===== src/rtl/ram_stream_fetch_buffer_pkg.sv =====
// Shared types, default widths and the lane-enable helper for the strided RAM fetch buffer.
package ram_stream_fetch_buffer_pkg;

  localparam int unsigned RSFB_DW       = 128;
  localparam int unsigned RSFB_AW       = 8;
  localparam int unsigned RSFB_DEPTH    = 16;
  localparam int unsigned RSFB_LEN_W    = 8;
  localparam int unsigned RSFB_STRIDE_W = 5;

  typedef enum logic [1:0] {
    FSM_IDLE  = 2'b00,
    FSM_FETCH = 2'b01,
    FSM_DRAIN = 2'b10
  } fsm_state_e;

  // A lane is enabled unless it falls before start on the first beat or after stop on the last beat.
  function automatic logic lane_en(input int unsigned lane, input logic first, input logic last,
                                   input int unsigned start, input int unsigned stop);
    return (!first || (lane >= start)) && (!last || (lane <= stop));
  endfunction

endpackage


===== src/rtl/ram_stream_fifo.sv =====
// In-order word buffer between RAM read returns and the MXU stream; flop array with wrap-bit pointers.
module ram_stream_fifo #(
  parameter int unsigned DW    = 128,
  parameter int unsigned DEPTH = 16
) (
  input  logic                       clk,
  input  logic                       rst_n,
  input  logic                       wr_en,
  input  logic [DW-1:0]              wr_data,
  input  logic                       rd_en,
  output logic [DW-1:0]              rd_data_c,
  output logic [$clog2(DEPTH):0]     cnt,
  output logic                       empty_c
);

  localparam int unsigned PW = $clog2(DEPTH);

  logic [DW-1:0] mem [DEPTH];
  logic [PW:0]   wr_ptr_q;
  logic [PW:0]   rd_ptr_q;
  logic          full;
  logic          wr_ok;
  logic          rd_ok;

  assign empty_c   = (cnt == '0);
  assign full      = (wr_ptr_q[PW] != rd_ptr_q[PW]) && (wr_ptr_q[PW-1:0] == rd_ptr_q[PW-1:0]);
  assign rd_ok     = rd_en && !empty_c;
  // A write into a full buffer is only legal when the head leaves in the same cycle.
  assign wr_ok     = wr_en && (!full || rd_ok);
  assign rd_data_c = mem[rd_ptr_q[PW-1:0]];

  always_ff @(posedge clk) begin
    if (wr_ok) mem[wr_ptr_q[PW-1:0]] <= wr_data;
  end

  always_ff @(posedge clk or negedge rst_n) begin
    if (!rst_n) begin
      wr_ptr_q <= '0;
      rd_ptr_q <= '0;
      cnt      <= '0;
    end else begin
      if (wr_ok) wr_ptr_q <= wr_ptr_q + (PW+1)'(1);
      if (rd_ok) rd_ptr_q <= rd_ptr_q + (PW+1)'(1);
      case ({wr_ok, rd_ok})
        2'b10:   cnt <= cnt + (PW+1)'(1);
        2'b01:   cnt <= cnt - (PW+1)'(1);
        default: cnt <= cnt;
      endcase
    end
  end

endmodule


===== src/rtl/ram_stream_fetch_buffer.sv =====
// Strided RAM fetch engine: issues credit-limited reads for one command and streams masked beats to the MXU.
module ram_stream_fetch_buffer
  import ram_stream_fetch_buffer_pkg::*;
#(
  parameter int unsigned DW       = RSFB_DW,
  parameter int unsigned AW       = RSFB_AW,
  parameter int unsigned DEPTH    = RSFB_DEPTH,
  parameter int unsigned LEN_W    = RSFB_LEN_W,
  parameter int unsigned STRIDE_W = RSFB_STRIDE_W,
  localparam int unsigned SW      = DW / 8,
  localparam int unsigned BW      = $clog2(SW)
) (
  input  logic                clk,
  input  logic                rst_n,
  input  logic                cmd_vld,
  output logic                cmd_rdy,
  input  logic [AW-1:0]       cmd_addr,
  input  logic [STRIDE_W-1:0] cmd_stride,
  input  logic [LEN_W-1:0]    cmd_len,
  input  logic [BW-1:0]       cmd_start_byte,
  input  logic [BW-1:0]       cmd_end_byte,
  output logic                ram_rd_vld,
  input  logic                ram_rd_rdy,
  output logic [AW-1:0]       ram_rd_addr,
  input  logic                ram_rsp_vld,
  input  logic [DW-1:0]       ram_rsp_data,
  output logic                mxu_vld,
  input  logic                mxu_rdy,
  output logic [DW-1:0]       mxu_data,
  output logic [SW-1:0]       mxu_strb,
  output logic                mxu_last,
  output logic                busy,
  output logic                err_rsp
);

  localparam int unsigned CW = $clog2(DEPTH) + 1;
  localparam logic [CW:0] CREDIT_MAX = (CW+1)'(DEPTH);

  fsm_state_e          state_q, state_d;
  logic [AW-1:0]       addr_q;
  logic [STRIDE_W-1:0] stride_q;
  logic [LEN_W-1:0]    len_q;
  logic [BW-1:0]       start_q;
  logic [BW-1:0]       end_q;
  logic [LEN_W-1:0]    issue_cnt_q;
  logic [LEN_W-1:0]    send_cnt_q;
  logic [CW-1:0]       outstanding_q;
  logic [CW-1:0]       fifo_cnt;
  logic                fifo_empty;
  logic [DW-1:0]       head_data;
  logic                credit_ok;
  logic                cmd_acc;
  logic                rd_fire;
  logic                rsp_ok;
  logic                beat_fire;
  logic                beat_first;
  logic                beat_last;
  logic [AW-1:0]       stride_ext;

  // In-flight reads plus held words never exceed the buffer, so every return has a slot.
  assign credit_ok  = (({1'b0, outstanding_q} + {1'b0, fifo_cnt}) < CREDIT_MAX);
  assign rsp_ok     = ram_rsp_vld && (outstanding_q != '0);
  assign stride_ext = AW'($signed(stride_q));
  assign busy       = (state_q != FSM_IDLE);
  assign ram_rd_addr = addr_q;

  assign mxu_vld    = !fifo_empty;
  assign beat_fire  = mxu_vld && mxu_rdy;
  assign beat_first = (send_cnt_q == '0);
  assign beat_last  = (send_cnt_q == len_q);
  assign mxu_last   = beat_last && mxu_vld;

  ram_stream_fifo #(
    .DW    (DW),
    .DEPTH (DEPTH)
  ) u_fifo (
    .clk       (clk),
    .rst_n     (rst_n),
    .wr_en     (rsp_ok),
    .wr_data   (ram_rsp_data),
    .rd_en     (beat_fire),
    .rd_data_c (head_data),
    .cnt       (fifo_cnt),
    .empty_c   (fifo_empty)
  );

  // Next-state and handshake decode.
  always_comb begin
    state_d    = state_q;
    cmd_rdy    = 1'b0;
    cmd_acc    = 1'b0;
    ram_rd_vld = 1'b0;
    rd_fire    = 1'b0;
    case (state_q)
      FSM_IDLE: begin
        cmd_rdy = 1'b1;
        cmd_acc = cmd_vld;
        if (cmd_vld) state_d = FSM_FETCH;
      end
      FSM_FETCH: begin
        ram_rd_vld = credit_ok;
        rd_fire    = credit_ok && ram_rd_rdy;
        if (rd_fire && (issue_cnt_q == len_q)) state_d = FSM_DRAIN;
      end
      FSM_DRAIN: begin
        if (beat_fire && beat_last) state_d = FSM_IDLE;
      end
      default: state_d = FSM_IDLE;
    endcase
  end

  // Byte masking of the FIFO head; disabled lanes are forced to zero.
  always_comb begin
    mxu_strb = '0;
    mxu_data = '0;
    for (int unsigned i = 0; i < SW; i++) begin
      mxu_strb[i] = mxu_vld && lane_en(i, beat_first, beat_last, 32'(start_q), 32'(end_q));
      mxu_data[i*8 +: 8] = mxu_strb[i] ? head_data[i*8 +: 8] : 8'h00;
    end
  end

  always_ff @(posedge clk or negedge rst_n) begin
    if (!rst_n) begin
      state_q <= FSM_IDLE;
    end else begin
      state_q <= state_d;
    end
  end

  always_ff @(posedge clk or negedge rst_n) begin
    if (!rst_n) begin
      addr_q      <= '0;
      stride_q    <= '0;
      len_q       <= '0;
      start_q     <= '0;
      end_q       <= '0;
      issue_cnt_q <= '0;
      send_cnt_q  <= '0;
    end else if (cmd_acc) begin
      addr_q      <= cmd_addr;
      stride_q    <= cmd_stride;
      len_q       <= cmd_len;
      start_q     <= cmd_start_byte;
      end_q       <= cmd_end_byte;
      issue_cnt_q <= '0;
      send_cnt_q  <= '0;
    end else begin
      if (rd_fire) begin
        addr_q      <= addr_q + stride_ext;
        issue_cnt_q <= issue_cnt_q + LEN_W'(1);
      end
      if (beat_fire) send_cnt_q <= send_cnt_q + LEN_W'(1);
    end
  end

  // Outstanding-read tracking and the sticky unsolicited-response flag.
  always_ff @(posedge clk or negedge rst_n) begin
    if (!rst_n) begin
      outstanding_q <= '0;
      err_rsp       <= 1'b0;
    end else begin
      case ({rd_fire, rsp_ok})
        2'b10:   outstanding_q <= outstanding_q + CW'(1);
        2'b01:   outstanding_q <= outstanding_q - CW'(1);
        default: outstanding_q <= outstanding_q;
      endcase
      if (ram_rsp_vld && (outstanding_q == '0)) err_rsp <= 1'b1;
      else if (cmd_acc)                        err_rsp <= 1'b0;
    end
  end

endmodule


===== config.mk =====
export PLATFORM = sky130hd
export DESIGN_NAME = ram_stream_fetch_buffer
export DESIGN_NICKNAME = d
export VERILOG_FILES = /design/src/rtl/ram_stream_fetch_buffer_pkg.sv /design/src/rtl/ram_stream_fifo.sv /design/src/rtl/ram_stream_fetch_buffer.sv
export SDC_FILE = /design/constraint.sdc
export NUM_CORES = 2
export LEC_CHECK = 0
export CORE_ASPECT_RATIO = 1.5
export CORE_UTILIZATION = 50
export DETAILED_ROUTE_END_ITERATION = 12
export PLACE_DENSITY = 0.71
export SYNTH_ARGS = -nofsm -noshare
export SYNTH_HDL_FRONTEND = slang
export SYNTH_SLANG_ARGS = --single-unit

===== constraint.sdc =====
create_clock -name clk -period 10.4 [get_ports clk]
set_input_delay 1.56 -clock clk [delete_from_list [all_inputs] [get_ports clk]]
set_output_delay 1.56 -clock clk [all_outputs]
set_load 0.01 [all_outputs]

==> results_dict.tcl <==
set metrics [dict create \
    synth_edf_count 2048 \
    fin_area_mm2 0.0938 \
    drc 0 \
    antenna_found_initial 39 \
    grt_pass1_wl_um 269000 \
    cts_buffers 190 \
    seq_area_mm2 0.0632 \
    holdWs_ns 0.491 \
    totalWireLength_um 186000 \
    fmax_ghz 0.150 \
    setup_violations 0 \
    leakage_nw 29.5 \
    cts_max_level 4 \
    grtUsageMet3_pct 5.37 \
    place_ws_ns 4.48 \
    syn_area_per_cell_um2 23.7 \
    drive_above_1_share_pct 25.3 \
    fillers 11407 \
    p_seq_share_pct 40.5 \
    synthTopCellsByCount "2,048 x edfxtp_1, 640 x mux4_2, 113 x nor2b_1, 101 x nand2_1, 93 x clkbuf_1" \
    yosysWarnings 0 \
    max_stage_delay_ns 0.93 \
    worstSetupEndpointType "output port" \
    port_buffers 320 \
    finalNonFillerCells 6131 \
    worst_slew_pin_slew_ns 1.27 \
    cts_tree "done" \
    setup_ws_ns 3.72 \
    via_count 37442 \
    synth-seq-cells 2116 \
    crit_type "register to output port" \
    grt_max_degree 162 \
    use_met1_pct 31.0 \
    power.density_mw_per_mm2 284 \
    slowest_stage "dfrtp_4" \
    placed_cells 5775 \
    io_pins 321 \
    finalHoldViolations 0 \
    cts_num_sinks 2116 \
    outcome "completed" \
    netlist_area_mm2 0.0818 \
    antenna_left 0 \
    required_ns 8.84 \
    finalCriticalPeriod_ns 6.68 \
    path_cells "buf_12 -> buf_4 -> mux4_2 -> mux4_2 -> nor2b_1 -> clkdlybuf4s50_1" \
    grt_pass1_vias 38814 \
    rows 181 \
    regToRegSetupSlack_ns 5.50 \
    synth_cell_types 55 \
    busiest_layer "met2" \
    comb_power_share_pct 33.6 \
    p_int_mw 18.7 \
    area_growth_pct 14.6 \
    drtIter0Drc 3525 \
    period_share_pct 64.2 \
    clockRootBuffer "clkbuf_16" \
    power_mw 26.7 \
    cp_max_fo 81 \
    die_y_um 497 \
    hp-class "register to register" \
    fin_skew_ns 0.0433 \
    synth.area.top_cells "edfxtp_1 75%, mux4_2 18%, dfrtp_1 2.1%" \
    multi_input_area_mm2 0.0178 \
    ctsResizeCount 0 \
    cp_common_cell "mux4_2" \
    die_width_um 332 \
    tns_ns 0 \
    grt-ovfl-total 0 \
    clk_latency_ns 0.83 \
    place_area_mm2 0.0877 \
    synth_most_common_cell "edfxtp_1" \
    switching_share_pct 29.9 \
    holdBufCountCts 0 \
    crit_path_start_kind "register" \
    rsz0062_at_grt "false" \
    gp_congestion 0.827 \
    grtUsageTotal_pct 22.7 \
    timing.slew.headroom_pct 15.3 \
    hpwl_um 91700 \
    pwr-share-clk_pct 25.8 \
    slew_violations 0 \
    dr.pass1.iters 5 \
    p_sw_mw 7.98 \
    met2_usage_pct 37.2 \
    crit_arrival_ns 5.12 \
    clockBufferDepth 3 \
    layout.nets 4055 \
    yosys.area.top_type_share_pct 75.2 \
    vdd_drop_max_uv 288 \
    cts.reportedPaths.clkPinSlew_ns 0.06 \
    synth_top_area_cell "edfxtp_1" \
    syn_inst 3459 \
    die_area_mm2 0.165 \
    seq_area_frac_synth_pct 77.3 \
    drv_cap 0 \
    synth_ff_type "edfxtp_1" \
    start_util_pct 50.4 \
    syn_nets 3651 \
    postSynth.asyncResetShare_pct 3.21 \
    viasPerCell 6.11 \
    core_mm2 0.162 \
    finish.utilization_pct 57.7 \
    cts_setup_buffers 0 \
    drt-wirelength-per-cell_um 30.4 \
]
-- worst paths after layout --
kind                                 endpoint  cells past startpoint          startpoint
hold reg to reg                   stride_q[0]                      2         stride_q[0]
min in group asynchronous      ram_rd_addr[7]                      2               rst_n
setup reg to reg            u_fifo.mem[5][99]                      7  u_fifo.rd_ptr_q[2]
max in group asynchronous  u_fifo.rd_ptr_q[3]                      2               rst_n
hold / removal                    stride_q[0]                      2         stride_q[0]
setup / recovery                 mxu_data[91]                      6  u_fifo.rd_ptr_q[0]
-- metal layers --
| layer | wire, um | vias to the layer above |
|---|---|---|
| li1 | - | 15454 |
| met3 | 15500 | 271 |
| met5 | 245 | - |
| met2 | 93000 | 1444 |
| met4 | 3770 | 38 |
| met1 | 73700 | 20235 |
-- registers in the layout, indices dropped and copies added (netlist names), 4 cells and up --
signal / cells
issue_cnt_q: 8
ram_rd_addr: 8
stride_q: 5
len_q: 8
send_cnt_q: 8
end_q: 4
u_fifo.wr_ptr_q: 5
u_fifo.mem: 2048
u_fifo.cnt: 5
u_fifo.rd_ptr_q: 5
outstanding_q: 5
start_q: 4
-- critical path: cells and delay by family, from the launching register on --
kind          cells  cell delay [ns]
buf+inv           3             1.87
flops             1             0.93
mux               2             1.09
simple gates      1             0.19
-- logic make-up (layout without fill, tap and decap cells) --
kind of cell / Yosys count / in the layout / synth area share (%)
adder cells (fa/ha/maj): 29 / 29 / 0.462
AO/OA/AOI/OAI: 79 / 79 / 0.639
AND/OR/NAND/NOR: 333 / 333 / 2.19
buffers and inverters: 202 / 761 / 1.18
flip-flops: 2116 / 2116 / 77.3
other: 0 / 9 / 0
multiplexers: 645 / 645 / 17.7
XOR/XNOR: 55 / 55 / 0.589
-- power by group through the flow --
stage               Sequential, mW  Combinational, mW  Clock (mW)
floorplan                     10.8               5.70           0
global placement              10.9               9.06           0
detailed placement            11.0               9.11           0
CTS                           10.8               9.16        7.02
global route                  10.9               9.56        7.31
finish                        10.8               8.97        6.89
-- placed cells by master (no fill, tap or decap), types with 5 or more instances in the layout --
cell type / netlist / final
edfxtp_1: 2048 / 2048
mux4_2: 640 / 640
clkdlybuf4s50_1: 0 / 319
clkbuf_16: 0 / 191
nor2b_1: 113 / 113
nand2_1: 101 / 101
dfrtp_1: 68 / 64
clkbuf_1: 93 / 40
clkinv_2: 0 / 39
buf_4: 24 / 38
xor2_1: 35 / 35
clkinv_1: 0 / 33
inv_1: 32 / 32
nor2_1: 41 / 30
ha_1: 27 / 27
o21ai_0: 22 / 22
and2b_1: 21 / 21
buf_12: 0 / 21
xnor2_1: 20 / 20
bufinv_16: 0 / 18
a21oi_1: 17 / 17
nand4_1: 12 / 12
nor2_4: 0 / 11
diode_2: 0 / 9
and3_1: 9 / 9
clkinvlp_4: 0 / 9
nor3_1: 10 / 6
a21o_1: 6 / 6
inv_6: 0 / 6
o211ai_1: 5 / 5
-- area by class of cell --
type	instances	area share [%]
antenna	9	0.0240
clock inverter	116	1.22
clock buffer	231	5.26
tap	2104	2.81
multi-input combinational	1141	19.0
inverter	35	0.140
timing repair buffer	379	4.16
sequential	2116	67.4
(Power assumes the default switching activity.)
